$ cat src/rtl/onehot_ring_counter_n.sv
// Parametrised one-hot ring counter: up/down stepping, parallel load, wrap pulse,
// binary index output and self-recovery from any non-one-hot state.
module onehot_ring_counter_n #(
  parameter int unsigned N          = 3,
  parameter int unsigned INIT_INDEX = 0,
  parameter int unsigned IW         = $clog2(N)
) (
  input  logic          clock,
  input  logic          reset,
  input  logic          enable,
  input  logic          up,
  input  logic          load,
  input  logic [IW-1:0] load_index,
  output logic [N-1:0]  q,
  output logic [IW-1:0] index,
  output logic          wrap,
  output logic          error
);

  localparam logic [N-1:0] INIT_Q = N'(1) << INIT_INDEX;

  logic [N-1:0] q_q, q_d;
  logic         wrap_q, wrap_d;

  // Zero hot bits, or clearing the lowest hot bit leaves another one set.
  always_comb begin
    error = (q_q == '0) || ((q_q & (q_q - N'(1))) != '0);
  end

  // OR of hot positions; exact whenever q_q is one-hot.
  always_comb begin
    index = '0;
    for (int unsigned i = 0; i < N; i++) begin
      if (q_q[i]) index = index | IW'(i);
    end
  end

  always_comb begin
    q_d    = q_q;
    wrap_d = 1'b0;
    if (error) begin
      q_d = INIT_Q;
    end else if (load) begin
      if (32'(load_index) < N) begin
        q_d             = '0;
        q_d[load_index] = 1'b1;
      end else begin
        q_d = INIT_Q;
      end
    end else if (enable) begin
      if (up) begin
        q_d    = {q_q[N-2:0], q_q[N-1]};
        wrap_d = q_q[N-1];
      end else begin
        q_d    = {q_q[0], q_q[N-1:1]};
        wrap_d = q_q[0];
      end
    end
  end

  always_ff @(posedge clock or posedge reset) begin
    if (reset) begin
      q_q    <= INIT_Q;
      wrap_q <= 1'b0;
    end else begin
      q_q    <= q_d;
      wrap_q <= wrap_d;
    end
  end

  assign q    = q_q;
  assign wrap = wrap_q;

endmodule

$ cat config.mk
export PLATFORM = sky130hd
export DESIGN_NAME = onehot_ring_counter_n
export DESIGN_NICKNAME = d
export VERILOG_FILES = /design/src/rtl/onehot_ring_counter_n.sv
export SDC_FILE = /design/constraint.sdc
export NUM_CORES = 1
export LEC_CHECK = 0
export CAP_MARGIN = 25
export CELL_PAD_IN_SITES_DETAIL_PLACEMENT = 0
export CELL_PAD_IN_SITES_GLOBAL_PLACEMENT = 2
export CORE_MARGIN = 2
export CORE_UTILIZATION = 18
export CTS_CLUSTER_DIAMETER = 120
export DETAILED_ROUTE_END_ITERATION = 8
export GPL_TIMING_DRIVEN = 0
export HOLD_SLACK_MARGIN = 0.02
export PLACE_DENSITY = 0.73
export SLEW_MARGIN = 5
export SYNTH_ARGS = -nofsm -noshare
export SYNTH_HDL_FRONTEND = slang
export SYNTH_SLANG_ARGS = --single-unit
$ cat constraint.sdc
create_clock -name clock -period 1.1 [get_ports clock]
set_input_delay 0.22 -clock clock [delete_from_list [all_inputs] [get_ports clock]]
set_output_delay 0.22 -clock clock [all_outputs]
set_load 0.02 [all_outputs]
==> results of run 1 <==
layer usage:
layer / wire length, um / up-vias / share of wire, % / global-route usage (%)
li1: - / 165 / - / -
met4: 0 / 0 / 0 / 7.06
met1: 316 / 160 / 38 / 9.61
met5: 0 / - / 0 / 0
met3: 38 / 0 / 4.6 / 2.40
met2: 474 / 12 / 57 / 14.3
report_power, final:
| group | internal, mW | switching (mW) |
|---|---|---|
| sequential | 0.224 | 0.0855 |
| combinational | 0.679 | 0.535 |
| clock | 0.136 | 0.0631 |
cells in the mapped netlist:
cell / n / area [um^2]
xor2_1: 1 / 8.76
ha_1: 2 / 25.0
dfrtp_1: 3 / 75.1
inv_1: 3 / 11.3
a211oi_1: 1 / 7.51
nor2b_1: 1 / 6.26
buf_4: 3 / 22.5
nor2_1: 3 / 11.3
nor4b_1: 1 / 8.76
o21ai_0: 1 / 5.00
nor3b_1: 1 / 7.51
o21ai_2: 1 / 8.76
mux2i_1: 3 / 30.0
dfstp_2: 1 / 26.3
a211o_1: 3 / 26.3
nand2_1: 2 / 7.51
a21oi_1: 3 / 15.0
registers in the layout, indices dropped and copies added, names as in the netlist:
name / flops
q: 3
wrap: 1
worst max-delay path: stages (launching register included):
cell     delay [ps]
dfstp_2         560
xor2_2          160
o21ai_2          80
buf_6           140
cell type report:
cell class	count	area share, %
plain buffers	3	5.03
clock buffers	4	4.40
inverters	3	1.89
multi-input cells	23	34.0
flip-flops and latches	4	17.4
well taps	16	3.35
repair buffers	22	34.0
kinds of logic (layout without fill, tap and decap cells):
kind of cell	after synthesis	after routing	share of synthesized area, %
AO/OA/AOI/OAI	9	9	20.7
XOR/XNOR	1	1	2.89
adder cells (fa/ha/maj)	2	2	8.26
buffers and inverters	6	32	11.2
flip-flops	4	4	33.5
multiplexers	3	3	9.92
AND/OR/NAND/NOR	8	8	13.6
how the worst max path moves through the flow:
stage | to | slack [ps] | depth (start not counted)
after floorplan | q[0] | -180 | 3
after CTS | error | -340 | 3
after global placement | error | -690 | 3
after global routing | error | -340 | 3
after detailed placement | error | -680 | 3
final | error | -300 | 3
what timing repair did:
item | 4_1_cts | 5_1_grt
resized for setup | 41 | 5
setup endpoints to repair | 11 | 9
setup buffers | 6 | 4
pin swaps | 1 | 4
==> key figures, run 1 <==
Run status
  – Status: complete, but fails checks
  – Failing checks: negative setup slack

Routing
  – Via Count: around 340
  – # DRC: 0
  – DRT iter0 DRCs: 4
  – DRT Wirelength: 829 um
  – First-pass iteration count of the detailed router: 4
  – Via density: 4.49
  – Post-route ant nets: 0
  – Wire length per cell: 11.1 um

Floorplan
  – Die extent in y: 45.0 um
  – IO Count: 14
  – Die Wd: approximately 45 um
  – Die ar.: slightly above 2000 um^2
  – Row count: 14
  – Starting Density: between 10% and 20%
  – Core area: approximately 1500 um^2

Place
  – GP Congestion: around 0.62
  – IO buf count: 12
  – Placed insts: a little over 60
  – HPWL Detailed: 517 um
  – Cell Area, Placed: between 400 and 500 um^2
  – Worst slack at placement: -679 ps

Final layout
  – Nets: 69
  – Ant. Diodes: 0
  – Final core utilization: approximately two fifths
  – Area growth from synthesis to layout: 97.1%
  – Most frequent cells in the layout: 9 x buf_6, 8 x buf_4, 5 x clkdlybuf4s50_1
  – Design area: 597 um^2
  – Area of the multi-input gates: between 200 and 250 um^2
  – Commonest non-fill, non-tap cell in the layout: buf_6
  – Share of cells above drive strength 1: 57.6%
  – Filler Cell Count: 165
  – Final cell count without fillers: 75
  – FF/Latch Area: 104 um^2

Clock tree
  – Clock latency on the worst-skew pair: approximately 240 ps
  – TritonCTS clock tree: done
  – Clock Tree Root: clkbuf_4
  – Clock-pin slew on the worst setup and hold paths: around 40 ps
  – H-Tree Level Count: 1
  – Total CTS buffers: 3
  – Num Clock Sinks: 4
  – # hold bufs at CTS: 0
  – Clk buf depth: 2

Critical path
  – Worst R2R Path Depth: 5
  – Crit path kind: reg -> out
  – Required time of the critical path: 880 ps
  – Reg2reg end: q[1]
  – CP Data Arrival Time: approximately 1200 ps
  – Reg-to-reg slack, setup: -240 ps
  – Crit end category: output pin
  – RR Startpoint: q[0]
  – Critical path fanouts, max: 4
  – Critical path origin: q[0]
  – Crit path launch type: flop

Global routing
  – Largest net degree at the start of global routing: 9
  – GR Overflow Total: 0
  – GRT Overall Usage: 8.84%
  – Initial antenna violation count: 0
  – Vias in the first global route: between 300 and 400
  – First-pass GRT wire length: 1240 um

Power and ir drop
  – Final Power: 1.72 mW
  – Pwr Density: 2890 nW/um^2
  – P_leak: 0.285 nW
  – Maximum vdd ir drop: approximately 1100 uV

Logic synthesis
  – Register bit total from synthesis: 4
  – Cell Area, Synth: 303 um^2
  – Syn_nets: 42
  – Avg Cell Area, Syn: 9.18 um^2
  – Post-synthesis cell type count: 17
  – Mapped Cells: 33
  – Synth warn: 0
  – Seq/Total Area, Yosys: 33.5%

STA
  – Max Freq: 0.714 GHz
  – Worst slew margin: roughly 80%
  – Fin crit share: 127%
  – Tmin final: 1400 ps
  – Slew Viols, Final: 0
  – Post-Route Skew: 5.81 ps
  – Hold slack final: 160 ps
  – Final count of hold timing violations: 0
  – RSZ-0062 raised after global routing: true
  – Tightest Pin Transition: approximately 300 ps
  – Final worst slack: -301 ps
  – Final setup vio count: 8
  – Setup_tns: -1610 ps

Hold path
  – Hold Crit Class: in -> async

Flow run
  – Max_cap viols: 0
Note: power is estimated with default switching activity, not from simulation.
==> inputs of run 2 (changes only) <==
--- a/config.mk
+++ b/config.mk
@@ -5,16 +5,17 @@
 export SDC_FILE = /design/constraint.sdc
 export NUM_CORES = 1
 export LEC_CHECK = 0
+export ABC_AREA = 0
 export CAP_MARGIN = 25
 export CELL_PAD_IN_SITES_DETAIL_PLACEMENT = 0
 export CELL_PAD_IN_SITES_GLOBAL_PLACEMENT = 2
 export CORE_MARGIN = 2
-export CORE_UTILIZATION = 18
+export CORE_UTILIZATION = 20
 export CTS_CLUSTER_DIAMETER = 120
 export DETAILED_ROUTE_END_ITERATION = 8
 export GPL_TIMING_DRIVEN = 0
 export HOLD_SLACK_MARGIN = 0.02
-export PLACE_DENSITY = 0.73
+export PLACE_DENSITY = 0.77
 export SLEW_MARGIN = 5
 export SYNTH_ARGS = -nofsm -noshare
 export SYNTH_HDL_FRONTEND = slang
==> constraint.sdc (replaced) <==
create_clock -name clock -period 1.35 [get_ports clock]
set_input_delay 0.27 -clock clock [delete_from_list [all_inputs] [get_ports clock]]
set_output_delay 0.27 -clock clock [all_outputs]
set_load 0.02 [all_outputs]
==> run 2 against run 1 <==
Largest cell class is now multi-input gates. Worst setup slack better by 190 ps. Global-route usage increased by 0.18 points. Clock-buffer cell count stayed put. Flip-flop and latch count is the same. The flow still finishes with violations (negative setup slack). Sequential share of layout area grew 3.2 points. First-iteration DRC count decreased by 100%. Combinational power shrank 39%. Die area down 9.1%. Worst hold slack improved by 61 ps.
==> key figures, run 2 (same netlist as run 1, synthesis figures left out) <==
Run status
  – Status: complete, but fails checks
  – Failing checks: negative setup slack

STA
  – Tmin final: 1460 ps
  – Slew Viols, Final: 0 (unchanged)
  – RSZ-0062 raised after global routing: true
  – Fin crit share: 108%
  – Tightest Pin Transition: 268 ps (-35.0 ps)
  – Final worst slack: -114 ps (+187 ps)
  – Final setup vio count: 2 (-6)
  – Post-Route Skew: 12.6 ps (+6.78 ps)
  – Final count of hold timing violations: 0 (unchanged)
  – Max Freq: between 0.6 and 0.7 GHz
  – Setup_tns: -162 ps (+1450 ps)
  – Worst slew margin: 81.9% (+2.1 points)
  – Hold slack final: 221 ps (+61.3 ps)

Routing
  – Post-route ant nets: 0 (unchanged)
  – WL met2: 392 um (-17%)
  – DR top layer: met3
  – Met1 wire length: 275 um (-13%)
  – Via Count: 302 (-10%)
  – Wire length per cell: 10.2 um (-7.7%)
  – WL met3: 46 um (+21%)
  – DRT iter0 DRCs: 0 (-4)
  – DRT Wirelength: 714 um (-14%)
  – Via density: 4.31 (-4.0%)
  – First-pass iteration count of the detailed router: 1 (-3)
  – # DRC: 0 (unchanged)

Floorplan
  – Die extent in y: 42.9 um (-4.7%)
  – Row count: 14 (unchanged)
  – Starting Density: 20.8% (+1.2 points)
  – Die Wd: 42.9 um (-4.7%)
  – Core area: 1450 um^2 (-5.7%)
  – IO Count: 14 (unchanged)
  – Die ar.: 1840 um^2 (-9.1%)

Global routing
  – Largest net degree at the start of global routing: 9 (unchanged)
  – Initial antenna violation count: 0 (unchanged)
  – First-pass GRT wire length: 1140 um (-8.4%)
  – GRT Overall Usage: 9.01% (+0.18 points)
  – Vias in the first global route: 255 (-20%)
  – GR Overflow Total: 0 (unchanged)

Critical path
  – Worst R2R Path Depth: 4 (-1)
  – Critical path fanouts, max: 4 (unchanged)
  – Crit end category: output pin
  – Crit path launch type: flop
  – Critical-path top delay cell: dfstp_2
  – Worst path cell trace: xor2_2 > o21ai_2 > buf_6
  – RR Startpoint: q[0]
  – CP peak stage delay: 560 ps (about the same)
  – CP Data Arrival Time: 1190 ps (about the same)
  – Reg2reg end: q[0]
  – Reg-to-reg slack, setup: 40 ps (+280 ps)
  – Required time of the critical path: 1080 ps (+200 ps)
  – Crit path kind: reg -> out

Clock tree
  – Total CTS buffers: 3 (unchanged)
  – Num Clock Sinks: 4 (unchanged)
  – H-Tree Level Count: 1 (unchanged)
  – Clock-pin slew on the worst setup and hold paths: 40 ps (about the same)
  – Clock Tree Root: clkbuf_4
  – TritonCTS clock tree: done
  – Clk buf depth: 2 (unchanged)
  – # hold bufs at CTS: 0 (unchanged)
  – Clock latency on the worst-skew pair: 240 ps (about the same)

Hold path
  – Hold Crit Class: in -> async

Final layout
  – Filler Cell Count: 161 (-2.4%)
  – Most frequent cells in the layout: 8 x buf_4, 5 x clkdlybuf4s50_1, 4 x dlygate4sd2_1
  – Max FFs per register: 3 (unchanged)
  – Ant. Diodes: 0 (unchanged)
  – Share of cells above drive strength 1: 35.2% (-22 points)
  – Area growth from synthesis to layout: 66.1%
  – Commonest non-fill, non-tap cell in the layout: buf_4
  – Nets: 64 (-7.2%)

Power and ir drop
  – Maximum vdd ir drop: 770 uV (-33%)
  – Pwr Density: 2280 nW/um^2 (-21%)
  – P_leak: 0.253 nW (-11%)

Flow run
  – Max_cap viols: 0 (unchanged)

Place
  – IO buf count: 12 (unchanged)
  – GP Congestion: 0.658 (+6.6%)
run 2: changes by cell type in the layout (fill, tap and decap cells not counted), sizes merged:
cell           previous run  this run
clkdlybuf4s15             1         0
dlygate4sd2               0         4
clkbuf                    4         5
buf                      19        10
run 2: worst max-delay path by stage:
stage                     from     to  slack, ps  cells past startpoint
after floorplan           q[0]   q[0]         40                      3
after global placement    q[0]  error       -420                      3
after detailed placement  q[0]  error       -430                      3
after CTS                 q[0]  error       -210                      3
after global routing      q[0]  error       -180                      3
final                     q[0]  error       -110                      3
run 2: area by class of cell:
type | instances | area [um^2] | share of cell area, %
plain buffers | 3 | 22.5 | 4.48
clock buffers | 4 | 26.3 | 5.22
inverters | 3 | 11.3 | 2.24
multi-input cells | 23 | 175 | 34.8
flip-flops and latches | 4 | 104 | 20.6
well taps | 16 | 20.0 | 3.98
repair buffers | 17 | 144 | 28.6
run 2: worst max-delay path, delay by kind of cell (launching register included):
family                 cells  cell delay, ps
buffers and inverters      1             140
flip-flops                 1             560
AO/OA/AOI/OAI              1             180
XOR/XNOR                   1              90
run 2: what timing repair did:
item | 4_1_cts | 5_1_grt
setup buffers | 3 | 2
endpoints found under the hold margin | 0 | 0
resized for setup | 16 | 4
pin swaps | 0 | 2
endpoints found under the setup margin | 7 | 4
run 2: per-layer routing:
metal / up-vias / global-route usage, %
li1: 154 / -
met1: 136 / 9.28
met2: 12 / 13.6
met3: 0 / 4.26
met4: 0 / 7.50
met5: - / 0
run 2: where the power goes:
part / switching [mW] / internal (mW)
sequential: 0.0670 / 0.183
combinational: 0.361 / 0.378
clock: 0.0482 / 0.111
total: 0.476 / 0.672
run 2: metrics by stage:
| step | util (%) | setup slack [ps] | instance area [um^2] | total power, mW | cells |
|---|---|---|---|---|---|
| after floorplan | - | 38.6 | 303 | 0.608 | 33 |
| after global placement | 30.5 | -424 | 443 | 0.877 | 61 |
| after detailed placement | 30.5 | -434 | 443 | 0.878 | 61 |
| after CTS | 33.6 | -214 | 488 | 1.05 | 68 |
| after global routing | 34.6 | -177 | 503 | 1.24 | 70 |
| final | 34.6 | -114 | 503 | 1.15 | 70 |
==> inputs of run 3 (changes only) <==
--- a/config.mk
+++ b/config.mk
@@ -6,7 +6,6 @@
 export NUM_CORES = 1
 export LEC_CHECK = 0
 export ABC_AREA = 0
-export CAP_MARGIN = 25
 export CELL_PAD_IN_SITES_DETAIL_PLACEMENT = 0
 export CELL_PAD_IN_SITES_GLOBAL_PLACEMENT = 2
 export CORE_MARGIN = 2
==> results of run 3 <==
The final DEF is identical to that of run 2; final timing and power are the same.
